$ cat config.mk
export PLATFORM = sky130hd
export DESIGN_NAME = router_reg_flat
export DESIGN_NICKNAME = d
export VERILOG_FILES = /design/src/rtl/router_pkg.sv /design/src/rtl/router_reg_if.sv /design/src/rtl/router_parity_chk.sv /design/src/rtl/router_reg.sv /design/src/flat_wrapper.sv
export SDC_FILE = /design/constraint.sdc
export NUM_CORES = 1
export LEC_CHECK = 0
export ABC_AREA = 1
export CORE_MARGIN = 4
export CORE_UTILIZATION = 30
export CTS_CLUSTER_SIZE = 28
export DETAILED_ROUTE_END_ITERATION = 8
export PLACE_DENSITY = 0.61
export SETUP_SLACK_MARGIN = 0.2
export SLEW_MARGIN = 10
export SYNTH_ARGS = -nofsm -noshare
export SYNTH_HDL_FRONTEND = slang
export SYNTH_SLANG_ARGS = --single-unit
export TNS_END_PERCENT = 10
$ cat constraint.sdc
create_clock -name clock -period 1.35 [get_ports clock]
set_input_delay 0.27 -clock clock [delete_from_list [all_inputs] [get_ports clock]]
set_output_delay 0.27 -clock clock [all_outputs]
set_load 0.01 [all_outputs]
$ cat src/rtl/router_pkg.sv
// router_pkg: shared widths, header layout and helpers for the router register stage
package router_pkg;
  localparam int DATA_WIDTH = 8;
  localparam int LEN_W      = 6;
  localparam int ADDR_W     = 2;
  localparam int ADDR_LSB   = 0;
  localparam int LEN_LSB    = 2;
  localparam int CNT_W      = LEN_W + 1;
  // header byte: payload length in [7:2], destination address in [1:0]
  typedef struct packed {
    logic [LEN_W-1:0]  len;
    logic [ADDR_W-1:0] addr;
  } hdr_t;
  function automatic logic [CNT_W-1:0] sat_inc(input logic [CNT_W-1:0] c);
    return (&c) ? c : c + 1'b1;
  endfunction
endpackage

$ cat src/rtl/router_reg_if.sv
// router_reg_if: FSM strobes, source byte and FIFO write bus around router_reg
//   master: router_fsm/source side (drives strobes and data_in, reads status)
//   slave : router_reg (reads strobes and data_in, drives dout and status)
interface router_reg_if;
  import router_pkg::*;
  logic                  pkt_valid;
  logic [DATA_WIDTH-1:0] data_in;
  logic                  fifo_full;
  logic                  detect_add;
  logic                  lfd_state;
  logic                  ld_state;
  logic                  laf_state;
  logic                  full_state;
  logic                  rst_int_reg;
  logic [DATA_WIDTH-1:0] dout;
  logic                  parity_done;
  logic                  low_pkt_valid;
  logic                  err;
  logic                  len_err;
  modport master (
    output pkt_valid, data_in, fifo_full, detect_add, lfd_state, ld_state,
           laf_state, full_state, rst_int_reg,
    input  dout, parity_done, low_pkt_valid, err, len_err
  );
  modport slave (
    input  pkt_valid, data_in, fifo_full, detect_add, lfd_state, ld_state,
           laf_state, full_state, rst_int_reg,
    output dout, parity_done, low_pkt_valid, err, len_err
  );
endinterface

$ cat src/rtl/router_parity_chk.sv
// router_parity_chk: XOR parity / payload count accumulation and end-of-packet check
//   clock, reset     : clock and synchronous active-high reset
//   clr_i            : detect_add, starts a new packet
//   lfd_i/ld_i/laf_i/full_state_i : FSM state strobes
//   pkt_valid_i, fifo_full_i, data_i : source byte qualifiers and byte
//   header_i, full_byte_i : latched header and byte held during full
//   parity_done_i, pd_rise_i : parity_done level and its rising edge
//   err_o, len_err_o : parity and length mismatch flags
module router_parity_chk
  import router_pkg::*;
(
  input  logic                  clock,
  input  logic                  reset,
  input  logic                  clr_i,
  input  logic                  lfd_i,
  input  logic                  ld_i,
  input  logic                  laf_i,
  input  logic                  full_state_i,
  input  logic                  pkt_valid_i,
  input  logic                  fifo_full_i,
  input  logic [DATA_WIDTH-1:0] data_i,
  input  hdr_t                  header_i,
  input  logic [DATA_WIDTH-1:0] full_byte_i,
  input  logic                  parity_done_i,
  input  logic                  pd_rise_i,
  output logic                  err_o,
  output logic                  len_err_o
);
  logic [DATA_WIDTH-1:0] int_parity_q, int_parity_d, pkt_parity_q, pkt_parity_d;
  logic [CNT_W-1:0]      pay_cnt_q, pay_cnt_d;
  logic                  chk_pend_q, chk_pend_d, err_q, err_d, len_err_q, len_err_d;
  logic                  acc_ld, acc_laf;
  // a byte accepted while the FIFO was full is folded in later, when LAF replays it
  assign acc_ld  = ld_i && pkt_valid_i && !full_state_i && !fifo_full_i;
  assign acc_laf = laf_i && !parity_done_i;
  always_comb begin
    int_parity_d = clr_i ? '0 :
                   lfd_i ? int_parity_q ^ header_i :
                   acc_ld ? int_parity_q ^ data_i :
                   acc_laf ? int_parity_q ^ full_byte_i : int_parity_q;
    pay_cnt_d    = clr_i ? '0 :
                   (!lfd_i && (acc_ld || acc_laf)) ? sat_inc(pay_cnt_q) : pay_cnt_q;
    pkt_parity_d = (ld_i && !pkt_valid_i) ? data_i : pkt_parity_q;
    chk_pend_d   = pd_rise_i;
    err_d        = clr_i ? 1'b0 : chk_pend_q ? (int_parity_q != pkt_parity_q) : err_q;
    len_err_d    = clr_i ? 1'b0 : chk_pend_q ? (pay_cnt_q != {1'b0, header_i.len}) : len_err_q;
  end
  always_ff @(posedge clock) begin
    if (reset) begin
      int_parity_q <= '0;
      pkt_parity_q <= '0;
      pay_cnt_q    <= '0;
      chk_pend_q   <= 1'b0;
      err_q        <= 1'b0;
      len_err_q    <= 1'b0;
    end else begin
      int_parity_q <= int_parity_d;
      pkt_parity_q <= pkt_parity_d;
      pay_cnt_q    <= pay_cnt_d;
      chk_pend_q   <= chk_pend_d;
      err_q        <= err_d;
      len_err_q    <= len_err_d;
    end
  end
  assign err_o     = err_q;
  assign len_err_o = len_err_q;
endmodule

$ cat src/rtl/router_reg.sv
// router_reg: router datapath register stage between router_fsm and the FIFOs
//   clock, reset : clock and synchronous active-high reset
//   bus (slave)  : FSM strobes, source byte, fifo_full in; dout, parity_done,
//                  low_pkt_valid, err, len_err out
module router_reg
  import router_pkg::*;
(
  input logic         clock,
  input logic         reset,
  router_reg_if.slave bus
);
  hdr_t                  header_q, header_d;
  logic [DATA_WIDTH-1:0] full_byte_q, full_byte_d, dout_q, dout_d;
  logic                  parity_done_q, parity_done_d, low_pkt_valid_q, low_pkt_valid_d;
  logic                  pd_set;
  // parity ends either on a direct LD parity byte or when LAF drains a packet whose
  // pkt_valid already fell while the FIFO was full
  assign pd_set = (bus.ld_state && !bus.fifo_full && !bus.pkt_valid) ||
                  (bus.laf_state && low_pkt_valid_q && !parity_done_q);
  always_comb begin
    header_d        = (bus.detect_add && bus.pkt_valid) ? hdr_t'(bus.data_in) : header_q;
    full_byte_d     = (!bus.lfd_state && bus.ld_state && bus.fifo_full) ? bus.data_in : full_byte_q;
    dout_d          = bus.lfd_state ? header_q :
                      bus.ld_state ? (bus.fifo_full ? dout_q : bus.data_in) :
                      bus.laf_state ? full_byte_q : dout_q;
    parity_done_d   = bus.detect_add ? 1'b0 : pd_set ? 1'b1 : parity_done_q;
    low_pkt_valid_d = bus.rst_int_reg ? 1'b0 :
                      (bus.ld_state && !bus.pkt_valid) ? 1'b1 : low_pkt_valid_q;
  end
  always_ff @(posedge clock) begin
    if (reset) begin
      header_q        <= '0;
      full_byte_q     <= '0;
      dout_q          <= '0;
      parity_done_q   <= 1'b0;
      low_pkt_valid_q <= 1'b0;
    end else begin
      header_q        <= header_d;
      full_byte_q     <= full_byte_d;
      dout_q          <= dout_d;
      parity_done_q   <= parity_done_d;
      low_pkt_valid_q <= low_pkt_valid_d;
    end
  end
  router_parity_chk u_chk (
    .clock        (clock),
    .reset        (reset),
    .clr_i        (bus.detect_add),
    .lfd_i        (bus.lfd_state),
    .ld_i         (bus.ld_state),
    .laf_i        (bus.laf_state),
    .full_state_i (bus.full_state),
    .pkt_valid_i  (bus.pkt_valid),
    .fifo_full_i  (bus.fifo_full),
    .data_i       (bus.data_in),
    .header_i     (header_q),
    .full_byte_i  (full_byte_q),
    .parity_done_i(parity_done_q),
    .pd_rise_i    (parity_done_d && !parity_done_q),
    .err_o        (bus.err),
    .len_err_o    (bus.len_err)
  );
  assign bus.dout          = dout_q;
  assign bus.parity_done   = parity_done_q;
  assign bus.low_pkt_valid = low_pkt_valid_q;
endmodule

$ cat src/flat_wrapper.sv
// flat-port wrapper written by rule: the top's interface ports become plain ports
module router_reg_flat import router_pkg::*;
  (clock, reset, bus_pkt_valid, bus_data_in, bus_fifo_full, bus_detect_add, bus_lfd_state, bus_ld_state, bus_laf_state, bus_full_state, bus_rst_int_reg, bus_dout, bus_parity_done, bus_low_pkt_valid, bus_err, bus_len_err);
  router_reg_if bus_i ();
  input logic clock;
  input logic reset;
  input wire logic [$bits(bus_i.pkt_valid)-1:0] bus_pkt_valid;
  input wire logic [$bits(bus_i.data_in)-1:0] bus_data_in;
  input wire logic [$bits(bus_i.fifo_full)-1:0] bus_fifo_full;
  input wire logic [$bits(bus_i.detect_add)-1:0] bus_detect_add;
  input wire logic [$bits(bus_i.lfd_state)-1:0] bus_lfd_state;
  input wire logic [$bits(bus_i.ld_state)-1:0] bus_ld_state;
  input wire logic [$bits(bus_i.laf_state)-1:0] bus_laf_state;
  input wire logic [$bits(bus_i.full_state)-1:0] bus_full_state;
  input wire logic [$bits(bus_i.rst_int_reg)-1:0] bus_rst_int_reg;
  output wire logic [$bits(bus_i.dout)-1:0] bus_dout;
  output wire logic [$bits(bus_i.parity_done)-1:0] bus_parity_done;
  output wire logic [$bits(bus_i.low_pkt_valid)-1:0] bus_low_pkt_valid;
  output wire logic [$bits(bus_i.err)-1:0] bus_err;
  output wire logic [$bits(bus_i.len_err)-1:0] bus_len_err;
  assign bus_i.pkt_valid = bus_pkt_valid;
  assign bus_i.data_in = bus_data_in;
  assign bus_i.fifo_full = bus_fifo_full;
  assign bus_i.detect_add = bus_detect_add;
  assign bus_i.lfd_state = bus_lfd_state;
  assign bus_i.ld_state = bus_ld_state;
  assign bus_i.laf_state = bus_laf_state;
  assign bus_i.full_state = bus_full_state;
  assign bus_i.rst_int_reg = bus_rst_int_reg;
  assign bus_dout = bus_i.dout;
  assign bus_parity_done = bus_i.parity_done;
  assign bus_low_pkt_valid = bus_i.low_pkt_valid;
  assign bus_err = bus_i.err;
  assign bus_len_err = bus_i.len_err;
  router_reg u_core (.clock(clock), .reset(reset), .bus(bus_i));
endmodule
; Word-level counts from Yosys, hierarchy flattened
; Index checks and enable logic that the tools add are counted.
[word_totals]
ff_bits = 52
latchBits = 0
mem_bits_rw = 0
romBits = 0
output_inout_bits = 12
wordCells = 57
mem_count = 0
[classes]
n_addsub = 1
mul = 0
div_mod_pow = 0
n_lt_le_gt_ge = 0
eq_ne = 3
shift = 0
muxes = 9
bitwise = 4
reduce_logical = 28
[ops]
columns = cell, count
row1 = $mux 8, 7
row2 = $xor 8x8->8, 3
row3 = $logic_and 1x1->1, 14
row4 = $ne 8x8->1, 1
row5 = $add 7x1->7 const B, 1
row6 = $ne 7x6->1, 1
row7 = $reduce_and 7->1, 1
row8 = $reduce_bool 3->1, 2
row9 = $logic_not 1->1, 5
row10 = $reduce_and 2->1, 2
row11 = $reduce_or 2->1, 2
row12 = $ne 3x3->1 const B, 1
row13 = $logic_or 1x1->1, 2
row14 = $mux 1, 2
row15 = $not 1->1, 1

; Depth between registers and ports, before layout
[logic_depth]
depth_word = 7
depth_mapped = 9
ltp_nobuf = 9

; Cells and area by module
; From an unflattened synthesis, not the netlist that was laid out.
[hier_totals]
hier_cells = 411
area_unflattened_um2 = 2691.3
[modules_own_cells]
columns = module, instances, cells_per_inst, area_per_inst_um2, seq_area_each_um2
row1 = router_parity_chk, 1, 235, 1497.7, 520.5
row2 = router_reg, 1, 176, 1193.6, 520.5

; Worst setup path before layout
; No wires, ideal clock.
[synth_path]
path_type = reg-to-reg
start = register u_core.u_chk.pay_cnt_q[0]
end = register u_core.u_chk.pay_cnt_q[3]
arrival_ns = 1.141
slack_ns = 0.094
path_stages_with_launch = 10
path_cell_list = dfxtp_1 ha_1 nand2_1 inv_1 nand3_1 inv_1 nor2_4 nand3_1 nand2_1 nor2_1
[synth_between]
elab_chain_cells = 3
elab_cells_between_ends = 4
cone_classes = 1 x add/sub / 1 x bitwise / 2 x reduce/logical
[synth_lines]
columns = element, line_no
row1 = "start, declared", router_parity_chk.sv:30  ; logic [CNT_W-1:0] pay_cnt_q, pay_cnt_d;
row2 = "start signal, assigned", router_parity_chk.sv:59  ; pay_cnt_q <= pay_cnt_d;
row3 = "parallel branches: the longest is 3 deep, another holds $add 7x1->7", -
; Several ways; the timed one is not identified.
; A chain may end at the register's enable or synchronous reset.

; Final worst setup path
; Same ends and word-level chain as after synthesis.

==> qor.csv <==
metric;value;unit
critical path peak fanout;8;
relative slew slack;80.1;%
final std cells w/o fill;541;
drt first pass iters;4;
largest net degree at the start of global routing;19;
# setup viols final;0;
number of global-route vias before repair;2462;
crit path DAT;1.48;ns
worst reg2reg path depth;9;
Placed Area;3240;um^2
Post-synth top cells;99 x nand2_1, 52 x dfxtp_1, 49 x nor2_1;
Clock transition at path regs;0.10;ns
number of port buffers;29;
Critical Path RT;1.56;ns
most common cell in the netlist;nand2_1;
CP top delay family;simple AND/OR/NAND/NOR gates;
EDFF count, synth;0;
crit path buf inv count;2;
H-tree depth;2;
CP Launch Type;flop;
synthesis-to-finish area growth;39.2;%
Clock Skew;0.0108;ns
crit path time final;1.27;ns
Antenna diodes;0;
CP Capture Type;flop;
Routed Antenna Nets;0;
Wirelength per Cell;14.0;um
clk sinks;52;
Mapped Nets;381;
maximum vdd drop;0.360;mV
total CTS buffers;5;
Die X;99.4;um
CP Depth;9;
vias per cell;4.80;
status;finished clean;
leakage;0.00157;uW
DR iter-0 viols;141;
Seq/Total Area, Yosys;41.5;%
slowest stage delay, CP;0.36;ns
top-level port count;30;
Slowest-stage cell, CP;dfxtp_4;
Fin. Hold Viols;0;
clock tree buffer depth;2;
initial antenna violation count;0;
Async SR Flop Fraction;0;%
Synth Flop Type;dfxtp_1;
DRC;0;
Mean Syn Cell Area;6.92;um^2
crit-path cells;ha_4 > nand2_2 > inv_2 > nand3_2 > inv_2 > nor2_4 > nand3_2 > nand2_1 > nor2_1;
global route total overflow;0;
CP Class;reg2reg;
post-synthesis cell area;2510;um^2
vias;2596;
placed cells;529;
Slew Limit Fails;0;
WL final;7580;um
cell taking the most area after synthesis;dfxtp_1;
Fin Setup TNS;0;ns
synth top area cells;dfxtp_1 42%, nand2_1 15%, nor2_1 7.3%;
max_cap viols;0;
Core Area;8180;um^2
power per cell area;907;nW/um^2
Clock Latency Late Sink;0.31;ns
hold path depth;2;
Cell variety after synth;28;
final net count;454;
Yosys top cell area share;41.5;%
Seq cells post-synth;52;
GPL Wtd Cong;0.822;
HP Class;reg2reg;
die area;9880;um^2
Rows;33;
Synth Instances;362;
Total GRT Usage;15.6;%
RSZ-0062 raised after global routing;true;
CTS tree;built;
Tcrit/Tclk final;94.0;%
DPL Wire Length;5590;um
yosys warns;0;
clk root buf;clkbuf_8;
fmax;0.788;GHz
Chip Height;99.4;um
share of layout cells above drive strength 1;24.3;%
Initial Utilization;30.7;%
Post-CTS Hold Buffers;0;
design area;3490;um^2
first-pass GRT wire length;12400;um
Tightest Pin Transition;0.298;ns
## report_power, final
part	internal (uW)	switching (uW)	leakage (uW)
clock network	418	526	0.0000445
logic	262	311	0.00109
registers	1600	47.4	0.000428
## metal layers
| layer | routed length (um) | up-vias | global-route usage (%) | part of all wire (%) |
|---|---|---|---|---|
| met5 | 0 | - | 0 | 0 |
| met4 | 75 | 0 | 4.62 | 0.99 |
| met3 | 461 | 6 | 3.09 | 6.1 |
| met2 | 3610 | 74 | 24.9 | 48 |
| met1 | 3430 | 1197 | 21.4 | 45 |
| li1 | - | 1319 | - | - |
## through the flow
stage	utilization [%]	total power (uW)	hold slack [ns]	worst slack, ns
finish	42.7	3160	0.475	0.0809
global route	42.7	3320	0.505	0.00334
CTS	40.9	3160	0.483	0.00801
detailed placement	39.6	2230	0.467	-0.430
global placement	39.6	2220	0.459	-0.400
floorplan	-	1940	0.343	0.179
## state kept, by name, summed over array words and instances, names as in the netlist
register,flops
u_core.full_byte_q,8
u_core.header_q,8
u_core.u_chk.chk_pend_q,1
u_core.bus.low_pkt_valid,1
u_core.u_chk.pay_cnt_q,7
u_core.u_chk.int_parity_q,8
u_core.bus.dout,8
u_core.u_chk.len_err_o,1
u_core.u_chk.err_o,1
u_core.u_chk.pkt_parity_q,8
u_core.bus.parity_done,1
## what timing repair did
item / CTS / global route
setup buffers: 0 / 2
gates cloned: 1 / 1
resized for setup: 34 / 38
setup endpoints to repair: 60 / 63
pin swaps: 0 / 11
## worst min-delay path, stage by stage, from the launching register on
cell and delay (ns):
dfxtp_1 0.32, nand2_1 0.06, a21oi_1 0.06
## layout by cell type, fill, tap and decap left out, types with 11 or more instances in the layout
cell type        netlist  routed
nand2_1               99      90
nor2_1                49      49
dfxtp_1               52      44
buf_4                  0      43
inv_1                 37      34
nand3_1               28      22
a211oi_1              22      21
a21oi_1               20      16
clkdlybuf4s50_1        0      11
## logic make-up after synthesis
| logic type | share of synthesized area, % |
|---|---|
| flip-flops | 41.5 |
| AO/OA/AOI/OAI | 15.4 |
| adder cells (fa/ha/maj) | 0.499 |
| XOR/XNOR | 2.45 |
| buffers and inverters | 7.59 |
| AND/OR/NAND/NOR | 32.6 |
## final cells by class
| class | count | area (um^2) |
|---|---|---|
| Fill cell | 848 | 4690 |
| Multi-Input combinational cell | 261 | 1390 |
| Sequential cell | 52 | 1050 |
| Timing Repair Buffer | 77 | 678 |
| Inverter | 38 | 144 |
| Tap cell | 105 | 131 |
| Clock buffer | 7 | 86.3 |
| Clock inverter | 1 | 7.51 |
## final timing paths
kind              slack (ns)                                     end                                   start
hold / removal          0.47         u_core.header_q[0]$_SDFFE_PP0P_         u_core.header_q[0]$_SDFFE_PP0P_
setup / recovery        0.08  u_core.u_chk.pay_cnt_q[3]$_SDFFE_PP0P_  u_core.u_chk.pay_cnt_q[0]$_SDFFE_PP0P_
setup reg to reg        0.08  u_core.u_chk.pay_cnt_q[3]$_SDFFE_PP0P_  u_core.u_chk.pay_cnt_q[0]$_SDFFE_PP0P_
hold reg to reg         0.47         u_core.header_q[0]$_SDFFE_PP0P_         u_core.header_q[0]$_SDFFE_PP0P_
(Power assumes the default switching activity.)
